File: src/rtl/mul_div_unit.sv
// Multi-cycle MIPS multiply/divide unit owning the HI/LO registers.
// Shift-add multiply and restoring divide on magnitudes, sign fix-up in a final cycle.
module mul_div_unit #(
    parameter int WIDTH = 32
) (
    input  logic             clk,
    input  logic             reset,
    input  logic             Start,
    input  logic [5:0]       Op,
    input  logic [WIDTH-1:0] A,
    input  logic [WIDTH-1:0] B,
    output logic             Busy,
    output logic             Done,
    output logic [WIDTH-1:0] HI,
    output logic [WIDTH-1:0] LO
);
    localparam int CW = $clog2(WIDTH) + 1;

    localparam logic [5:0] OP_MULT  = 6'b011000;
    localparam logic [5:0] OP_MULTU = 6'b011001;
    localparam logic [5:0] OP_DIV   = 6'b011010;
    localparam logic [5:0] OP_DIVU  = 6'b011011;
    localparam logic [5:0] OP_MTHI  = 6'b010001;
    localparam logic [5:0] OP_MTLO  = 6'b010011;

    typedef enum logic [1:0] {IDLE, MUL, DIV, FIX} state_t;

    state_t             state;
    logic [CW-1:0]      count;
    logic               is_div;
    logic               neg_q;
    logic               neg_r;
    logic [2*WIDTH-1:0] prod;
    logic [2*WIDTH-1:0] mcand;
    logic [WIDTH-1:0]   mplier;
    logic [WIDTH-1:0]   rem;
    logic [WIDTH-1:0]   quo;
    logic [WIDTH-1:0]   divisor;

    logic               a_neg, b_neg, div_zero;
    logic [WIDTH-1:0]   a_mag, b_mag;
    logic [WIDTH:0]     rem_sh;
    logic [WIDTH+1:0]   diff;
    logic               no_borrow;
    logic [2*WIDTH-1:0] prod_fix;
    logic [WIDTH-1:0]   q_fix, r_fix;

    always_comb begin
        a_neg     = ~Op[0] & A[WIDTH-1];
        b_neg     = ~Op[0] & B[WIDTH-1];
        a_mag     = a_neg ? (~A + 1'b1) : A;
        b_mag     = b_neg ? (~B + 1'b1) : B;
        div_zero  = (B == '0);
        rem_sh    = {rem, quo[WIDTH-1]};
        diff      = {1'b0, rem_sh} - {2'b00, divisor};
        no_borrow = ~diff[WIDTH+1];
        prod_fix  = neg_q ? (~prod + 1'b1) : prod;
        q_fix     = neg_q ? (~quo + 1'b1) : quo;
        r_fix     = neg_r ? (~rem + 1'b1) : rem;
    end

    always_ff @(posedge clk or posedge reset) begin
        if (reset) begin
            state   <= IDLE;
            count   <= '0;
            is_div  <= 1'b0;
            neg_q   <= 1'b0;
            neg_r   <= 1'b0;
            prod    <= '0;
            mcand   <= '0;
            mplier  <= '0;
            rem     <= '0;
            quo     <= '0;
            divisor <= '0;
            Busy    <= 1'b0;
            Done    <= 1'b0;
            HI      <= '0;
            LO      <= '0;
        end else begin
            Done <= 1'b0;
            case (state)
                IDLE: begin
                    if (Start) begin
                        case (Op)
                            OP_MTHI: HI <= A;
                            OP_MTLO: LO <= A;
                            OP_MULT, OP_MULTU: begin
                                mcand  <= {{WIDTH{1'b0}}, a_mag};
                                mplier <= b_mag;
                                prod   <= '0;
                                neg_q  <= a_neg ^ b_neg;
                                neg_r  <= 1'b0;
                                is_div <= 1'b0;
                                count  <= '0;
                                Busy   <= 1'b1;
                                state  <= MUL;
                            end
                            OP_DIV, OP_DIVU: begin
                                // Divide by zero keeps the raw dividend so the remainder comes out as A.
                                quo     <= div_zero ? A : a_mag;
                                rem     <= '0;
                                divisor <= b_mag;
                                neg_q   <= ~div_zero & (a_neg ^ b_neg);
                                neg_r   <= ~div_zero & a_neg;
                                is_div  <= 1'b1;
                                count   <= '0;
                                Busy    <= 1'b1;
                                state   <= DIV;
                            end
                            default: ;
                        endcase
                    end
                end
                MUL: begin
                    if (mplier[0]) prod <= prod + mcand;
                    mcand  <= mcand << 1;
                    mplier <= mplier >> 1;
                    count  <= count + 1'b1;
                    if (count == CW'(WIDTH - 1)) state <= FIX;
                end
                DIV: begin
                    rem   <= no_borrow ? diff[WIDTH-1:0] : rem_sh[WIDTH-1:0];
                    quo   <= {quo[WIDTH-2:0], no_borrow};
                    count <= count + 1'b1;
                    if (count == CW'(WIDTH - 1)) state <= FIX;
                end
                FIX: begin
                    if (is_div) begin
                        HI <= r_fix;
                        LO <= q_fix;
                    end else begin
                        HI <= prod_fix[2*WIDTH-1:WIDTH];
                        LO <= prod_fix[WIDTH-1:0];
                    end
                    Busy  <= 1'b0;
                    Done  <= 1'b1;
                    state <= IDLE;
                end
                default: state <= IDLE;
            endcase
        end
    end
endmodule

File: config.mk
export PLATFORM = sky130hd
export DESIGN_NAME = mul_div_unit
export DESIGN_NICKNAME = d
export VERILOG_FILES = /design/src/rtl/mul_div_unit.sv
export SDC_FILE = /design/constraint.sdc
export NUM_CORES = 1
export LEC_CHECK = 0
export ABC_AREA = 1
export CAP_MARGIN = 20
export CORE_UTILIZATION = 41
export DETAILED_ROUTE_END_ITERATION = 7
export MAX_ROUTING_LAYER = met4
export SYNTH_ARGS = -nofsm -noshare
export SYNTH_HDL_FRONTEND = slang
export SYNTH_SLANG_ARGS = --single-unit
File: constraint.sdc
create_clock -name clk -period 14.5 [get_ports clk]
set_input_delay 1.45 -clock clk [delete_from_list [all_inputs] [get_ports clk]]
set_output_delay 1.45 -clock clk [all_outputs]
set_load 0.05 [all_outputs]
==> impl_metrics.tcl, run 1 <==
set metrics [dict create \
    clkPwrFrac_pct 20.7 \
    power_frac_seq_pct 25.2 \
    power_density_nw_per_um2 189 \
    routabilityCongestion 0.998 \
    cts_setup_buffers 0 \
    switching_share_pct 51.7 \
    synth_area_leader_cell "dfrtp_1" \
    switching_power_w 0.00309 \
    syn_inst 4539 \
    stdcell_area_um2 31500 \
    regArea_um2 8340 \
    vdd_drop_max_uv 115 \
    synth_area_leaders "dfrtp_1 (30%), nand2_1 (18%), nor2_1 (8.1%), inv_1 (7.4%), nand3_1 (6.8%)" \
    p_leak_nw 15.9 \
    drc 0 \
    ios 139 \
    final_hold_viol_count 0 \
    yosysSeqAreaShare_pct 29.9 \
    tightestPinTransition_ps 1100 \
    ant_nets 0 \
    design.die.area_um2 69100 \
    fin_skew_ps 42.6 \
    cts.htree.levels 2 \
    post_cts_resized 0 \
    start_util_pct 41.5 \
    cp_max_fo 59 \
    critPathKind "primary input to register" \
    synth_area_um2 27900 \
    numCtsBuffers 43 \
    clock_path_buffers 3 \
    synth_top_area_share_pct 29.9 \
    required_ps 15050 \
    grt-ovfl-total 0 \
    synth_seq_cells 333 \
    synth_fp_nets 4719 \
    grt_pass1_vias 27848 \
    cts_tree "built" \
    regToRegSetupSlack_ps 10470 \
    drt-initial-drc-count 3048 \
    hp-start "mplier[21]$_DFFE_PP0P_" \
    cap_violations 0 \
    hpwl_um 88800 \
    fillers 7231 \
    cp-start-kind "primary input" \
    hold_buffers 0 \
    drv_slew 0 \
    viasPerCell 5.51 \
    internal-power_w 0.00288 \
    comb_power_share_pct 54.2 \
    setup_viol 0 \
    synthToLayoutAreaGrowth_pct 12.9 \
    reg2reg_from "state[1]$_DFFE_PP0P_" \
    coreArea_um2 67300 \
    clk_pin_slew_worst_paths_ps 60 \
    die_height_um 263 \
    chipWidth_um 263 \
    hp-class "register to register" \
    r2r_cells 15 \
    fin_crit_ps 4630 \
    tns_ps 0 \
    antenna_found_initial 1 \
    multiInputGateArea_um2 16800 \
    num_vias 30324 \
    grt_pass1_wl_um 170000 \
    portBuffers 138 \
    dr.pass1.iters 6 \
    grt_use_total_pct 33.0 \
    num_rows 95 \
    fin_nets 4781 \
    whs_endpoint "mplier[21]$_DFFE_PP0P_" \
    grt_max_degree 165 \
    dpl.cell_count 5429 \
    post_layout_nonfiller_instances 5507 \
    ys_types 59 \
    crit_start "Op[3]" \
    r2r-end "rem[21]$_DFFE_PP0P_" \
    insertion_delay_ps 620 \
    drive_gt1_share_pct 3.65 \
    yosys_warnings 0 \
    run_status "completed" \
    worst_setup_path_end_kind "register" \
    wl_per_cell_um 20.5 \
    relSlewSlack_pct 26.3 \
    clock_sinks 333 \
    diodes 0 \
    ctsRootBufferMaster "clkbuf_16" \
    rsz0062_at_grt "false" \
    min_path_cells 2 \
    finalCritPeriodShare_pct 31.9 \
    fmax_ghz 0.216 \
    critical_path_arrival_ps 5180 \
    placed_area_um2 29900 \
    drt_wl_total_um 113000 \
    synth_area_per_cell_um2 6.15 \
]
cell usage in the layout, fill, tap and decap left out, types with 12 or more instances in the layout:
cell and instances:
nand2_1 1360, nor2_1 603, inv_1 547, nand3_1 377, a21oi_1 346, dfrtp_1 331
o21ai_0 299, clkdlybuf4s50_1 138, ha_1 103, nor3_1 49, xor2_1 47, clkbuf_16 43
nand4_1 38, o21ai_1 37, o22ai_1 35, o211ai_1 28, xnor2_1 20, o21bai_1 20
buf_4 20, nand3b_1 16, nor2_2 15, inv_2 14, o221ai_1 12
state kept, by name (all words and copies together) (netlist names):
| signal | count |
|---|---|
| LO | 32 |
| mplier | 32 |
| count | 6 |
| quo | 32 |
| rem | 32 |
| mcand | 64 |
| is_div | 1 |
| Busy | 1 |
| neg_r | 1 |
| HI | 32 |
| Done | 1 |
| prod | 64 |
| state | 2 |
| divisor | 32 |
| neg_q | 1 |
synthesized netlist by cell type (all sizes together):
cell type  count
ha           105
o211ai        28
o32ai          2
nor2         623
xor2          47
a22oi          1
nand2b         1
o22ai         36
and2           3
xnor2         20
a2bb2oi        1
dfrtp        333
o21ai        341
nand2       1371
o221ai        12
a31oi          7
a22o           1
a21oi        347
o31ai          7
nand3b        16
o2111ai        2
o21a          10
o21bai        20
fa             2
nor3          53
clkinv         1
nand4         38
nor4           6
a21boi         2
o41ai          1
a21o           5
or2           10
and3           1
clkbuf        64
nand3        381
inv          563
buf           78
routing by layer:
metal,vias up,global-route usage [%],wire (µm)
met3,231,3.91,7820
met4,0,14.6,5580
met5,-,-,0
met2,1189,50.0,49600
met1,14118,44.3,49900
li1,14786,-,-
cell type report:
| cell class | count | area share, % |
|---|---|---|
| sequential | 333 | 26.5 |
| inverter | 564 | 6.75 |
| tap | 873 | 3.47 |
| clock inverter | 18 | 1.16 |
| clock buffer | 60 | 3.94 |
| multi-input combinational | 3500 | 53.3 |
| timing repair buffer | 159 | 4.92 |
how the worst max path moves through the flow:
stage / endpoint / slack [ps] / cells after the start
final: rem[21]$_DFFE_PP0P_ / 9870 / 14
after global routing: rem[22]$_DFFE_PP0P_ / 9530 / 14
after CTS: prod[40]$_DFFE_PP0P_ / 9920 / 13
after detailed placement: rem[21]$_DFFE_PP0P_ / 9300 / 14
after global placement: rem[21]$_DFFE_PP0P_ / 9360 / 14
after floorplan: Busy$_DFFE_PP0P_ / 3830 / 1
critical path: stages:
cell,delay (ps)
clkdlybuf4s50_1,480
inv_1,70
nor3_4,240
nand2_4,120
nor2_4,90
buf_4,440
inv_2,200
nand2_4,370
nand2_2,550
inv_2,660
nand2_1,220
o21ai_0,120
nand2_1,80
nand2_1,60
stage by stage:
| stage | power (W) | hold slack, ps | worst slack (ps) | util, % |
|---|---|---|---|---|
| after detailed placement | 0.00469 | 467 | 9300 | 44.5 |
| final | 0.00597 | 476 | 9870 | 46.8 |
| after floorplan | 0.00359 | 444 | 3830 | - |
| after global routing | 0.00633 | 521 | 9530 | 46.8 |
| after global placement | 0.00467 | 459 | 9360 | 44.5 |
| after CTS | 0.00593 | 479 | 9920 | 46.8 |
power groups by stage:
stage / clock network, W / registers [W] / logic [W]
5_1_grt: 0.00128 / 0.00152 / 0.00353
2_1_floorplan: 0 / 0.00167 / 0.00192
6_report: 0.00123 / 0.00150 / 0.00323
4_1_cts: 0.00124 / 0.00149 / 0.00319
3_5_place_dp: 0 / 0.00151 / 0.00318
3_3_place_gp: 0 / 0.00150 / 0.00316
cells by family after synthesis:
family	synth area share, %
XOR/XNOR	2.10
buffers and inverters	10.0
AO/OA/AOI/OAI	16.1
AND/OR/NAND/NOR	37.0
adder cells (fa/ha/maj)	4.85
flip-flops	29.9
Note: power is estimated with default switching activity, not from simulation.
==> run 2, diff against run 1 <==
- clock period: 14.5 -> 4.7 ns (I/O delays scaled with it)
==> run 2 against run 1 <==
Routed wire length down 0.43%. Worst hold slack lost 86 ps. Register-to-register slack worse by 8800 ps. Critical path type is now register to register. Global-route usage is 0.064 points lower. Critical path depth is 2 lower. Flip-flop and latch count stayed put. Count of clock-buffer cells in the layout is 1 lower. Combinational power rose to 3.1 times the previous value. Largest cell class unchanged.
==> impl_metrics.tcl, run 2 (synthesis gave the netlist of run 1 again) <==
set metrics [dict create \
    run_status "completed" \
    clock_sinks 333 \
    num_vias 30262 \
    drt_wl_total_um 112000 \
    cap_violations 0 \
    dr.pass1.iters 5 \
    ios 139 \
    final_hold_viol_count 0 \
    antenna_found_initial 2 \
    coreArea_um2 67300 \
    required_ps 5200 \
    grt_max_degree 98 \
    setup_viol 0 \
    numCtsBuffers 42 \
    routabilityCongestion 1.02 \
    worst_setup_path_end_kind "register" \
    grt-ovfl-total 0 \
    clk_pin_slew_worst_paths_ps 70 \
    stdcell_area_um2 31400 \
    vdd_drop_max_uv 335 \
    num_rows 95 \
    wl_per_cell_um 20.4 \
    drv_slew 0 \
    chipWidth_um 263 \
    post_cts_resized 0 \
    cts.htree.levels 2 \
    grt_use_total_pct 33.0 \
    ant_nets 0 \
    rsz0062_at_grt "false" \
    cts_setup_buffers 0 \
    biggestRegsByFlops "mcand (64), prod (64)" \
    critical_path_arrival_ps 3490 \
    start_util_pct 41.5 \
    fin_skew_ps 26.5 \
    grt_pass1_wl_um 170000 \
    fin_crit_ps 2990 \
    viasPerCell 5.48 \
    fillers 7231 \
    tightestPinTransition_ps 1050 \
    insertion_delay_ps 600 \
    power_density_nw_per_um2 572 \
    cp_max_fo 41 \
    drc 0 \
    cp-start-kind "register" \
    critPathKind "register to register" \
    fmax_ghz 0.334 \
    drive_gt1_share_pct 3.85 \
    p_leak_nw 15.8 \
    clock_path_buffers 3 \
    relSlewSlack_pct 29.9 \
    fin_nets 4790 \
    layout_common_cells "nand2_1 (1360), nor2_1 (603), inv_1 (547), nand3_1 (377), a21oi_1 (346)" \
    ctsRootBufferMaster "clkbuf_16" \
    drt-initial-drc-count 3063 \
    regArea_um2 8340 \
    multiInputGateArea_um2 16800 \
    placed_area_um2 30000 \
    design.die.area_um2 69100 \
    cts_tree "built" \
    tns_ps 0 \
    hpwl_um 89200 \
    final_common_cell "nand2_1" \
    final_core_util_pct 46.7 \
    grt_pass1_vias 27910 \
    hold_buffers 0 \
    hp-class "primary input to asynchronous set/reset pin" \
    die_height_um 263 \
    portBuffers 138 \
    finalCritPeriodShare_pct 63.6 \
    synthToLayoutAreaGrowth_pct 12.6 \
]
==> run 2: cell count changes in the layout (fill, tap and decap cells not counted), moves of 2 or more <==
cell	previous run	this run
clkinv_4	1	3
clkinv_2	3	9
bufinv_16	9	1
buf_4	20	28
diode_2	0	2
==> run 2: worst max-delay path, cell delays in order, from the launching register on <==
cell	delay, ps
dfrtp_1	430
inv_1	140
ha_1	270
nand2_1	70
inv_1	130
nand2_4	100
nor2_4	180
a21oi_4	60
inv_2	90
nand3_4	270
inv_2	810
nand2_1	100
o21ai_0	170
==> run 2: metal layers <==
metal  GRT usage (%)  routed length [µm]  vias to the layer above
met5               -                   0                        -
met2            50.0               49900                     1109
li1                -                   -                    14829
met3            3.32                7460                      213
met4            15.4                5850                        0
met1            44.2               49200                    14111
==> run 2: layout make-up <==
type                            instances  share of cell area [%]
Timing Repair Buffer                  169                    5.28
Inverter                              564                    6.76
Clock buffer                           59                    3.87
Sequential cell                       333                    26.5
Tap cell                              873                    3.48
Antenna cell                            2                  0.0159
Multi-Input combinational cell       3500                    53.5
Clock inverter                         19                   0.598
==> run 2: per-stage QoR <==
step / setup slack (ps) / std cells / hold slack [ps] / power [W]
after CTS: 1700 / 5516 / 399 / 0.0179
after floorplan: -219 / 4539 / 444 / 0.0111
after global routing: 1440 / 5519 / 444 / 0.0191
after detailed placement: 1460 / 5438 / 468 / 0.0145
after global placement: 1540 / 5438 / 460 / 0.0144
final: 1710 / 5519 / 390 / 0.0180
==> run 2: where the power goes <==
group / total [W] / switching (W) / internal [W]
logic: 0.0100 / 0.00712 / 0.00290
clock network: 0.00332 / 0.00143 / 0.00188
registers: 0.00464 / 0.000949 / 0.00369
total: 0.0180 / 0.00950 / 0.00847
==> run 2: path summary, 6_finish.rpt <==
check                                        from                      to  slack, ps  depth (start not counted)
setup / recovery             state[1]$_DFFE_PP0P_    prod[40]$_DFFE_PP0P_       1710                         12
hold / removal                              reset     quo[12]$_DFFE_PP0P_        390                          2
setup reg to reg             state[1]$_DFFE_PP0P_    prod[40]$_DFFE_PP0P_       1710                         12
hold reg to reg            mplier[21]$_DFFE_PP0P_  mplier[21]$_DFFE_PP0P_        480                          2
max in group asynchronous                   reset  mplier[19]$_DFFE_PP0P_       3230                          3
min in group clk           mplier[21]$_DFFE_PP0P_  mplier[21]$_DFFE_PP0P_        480                          2
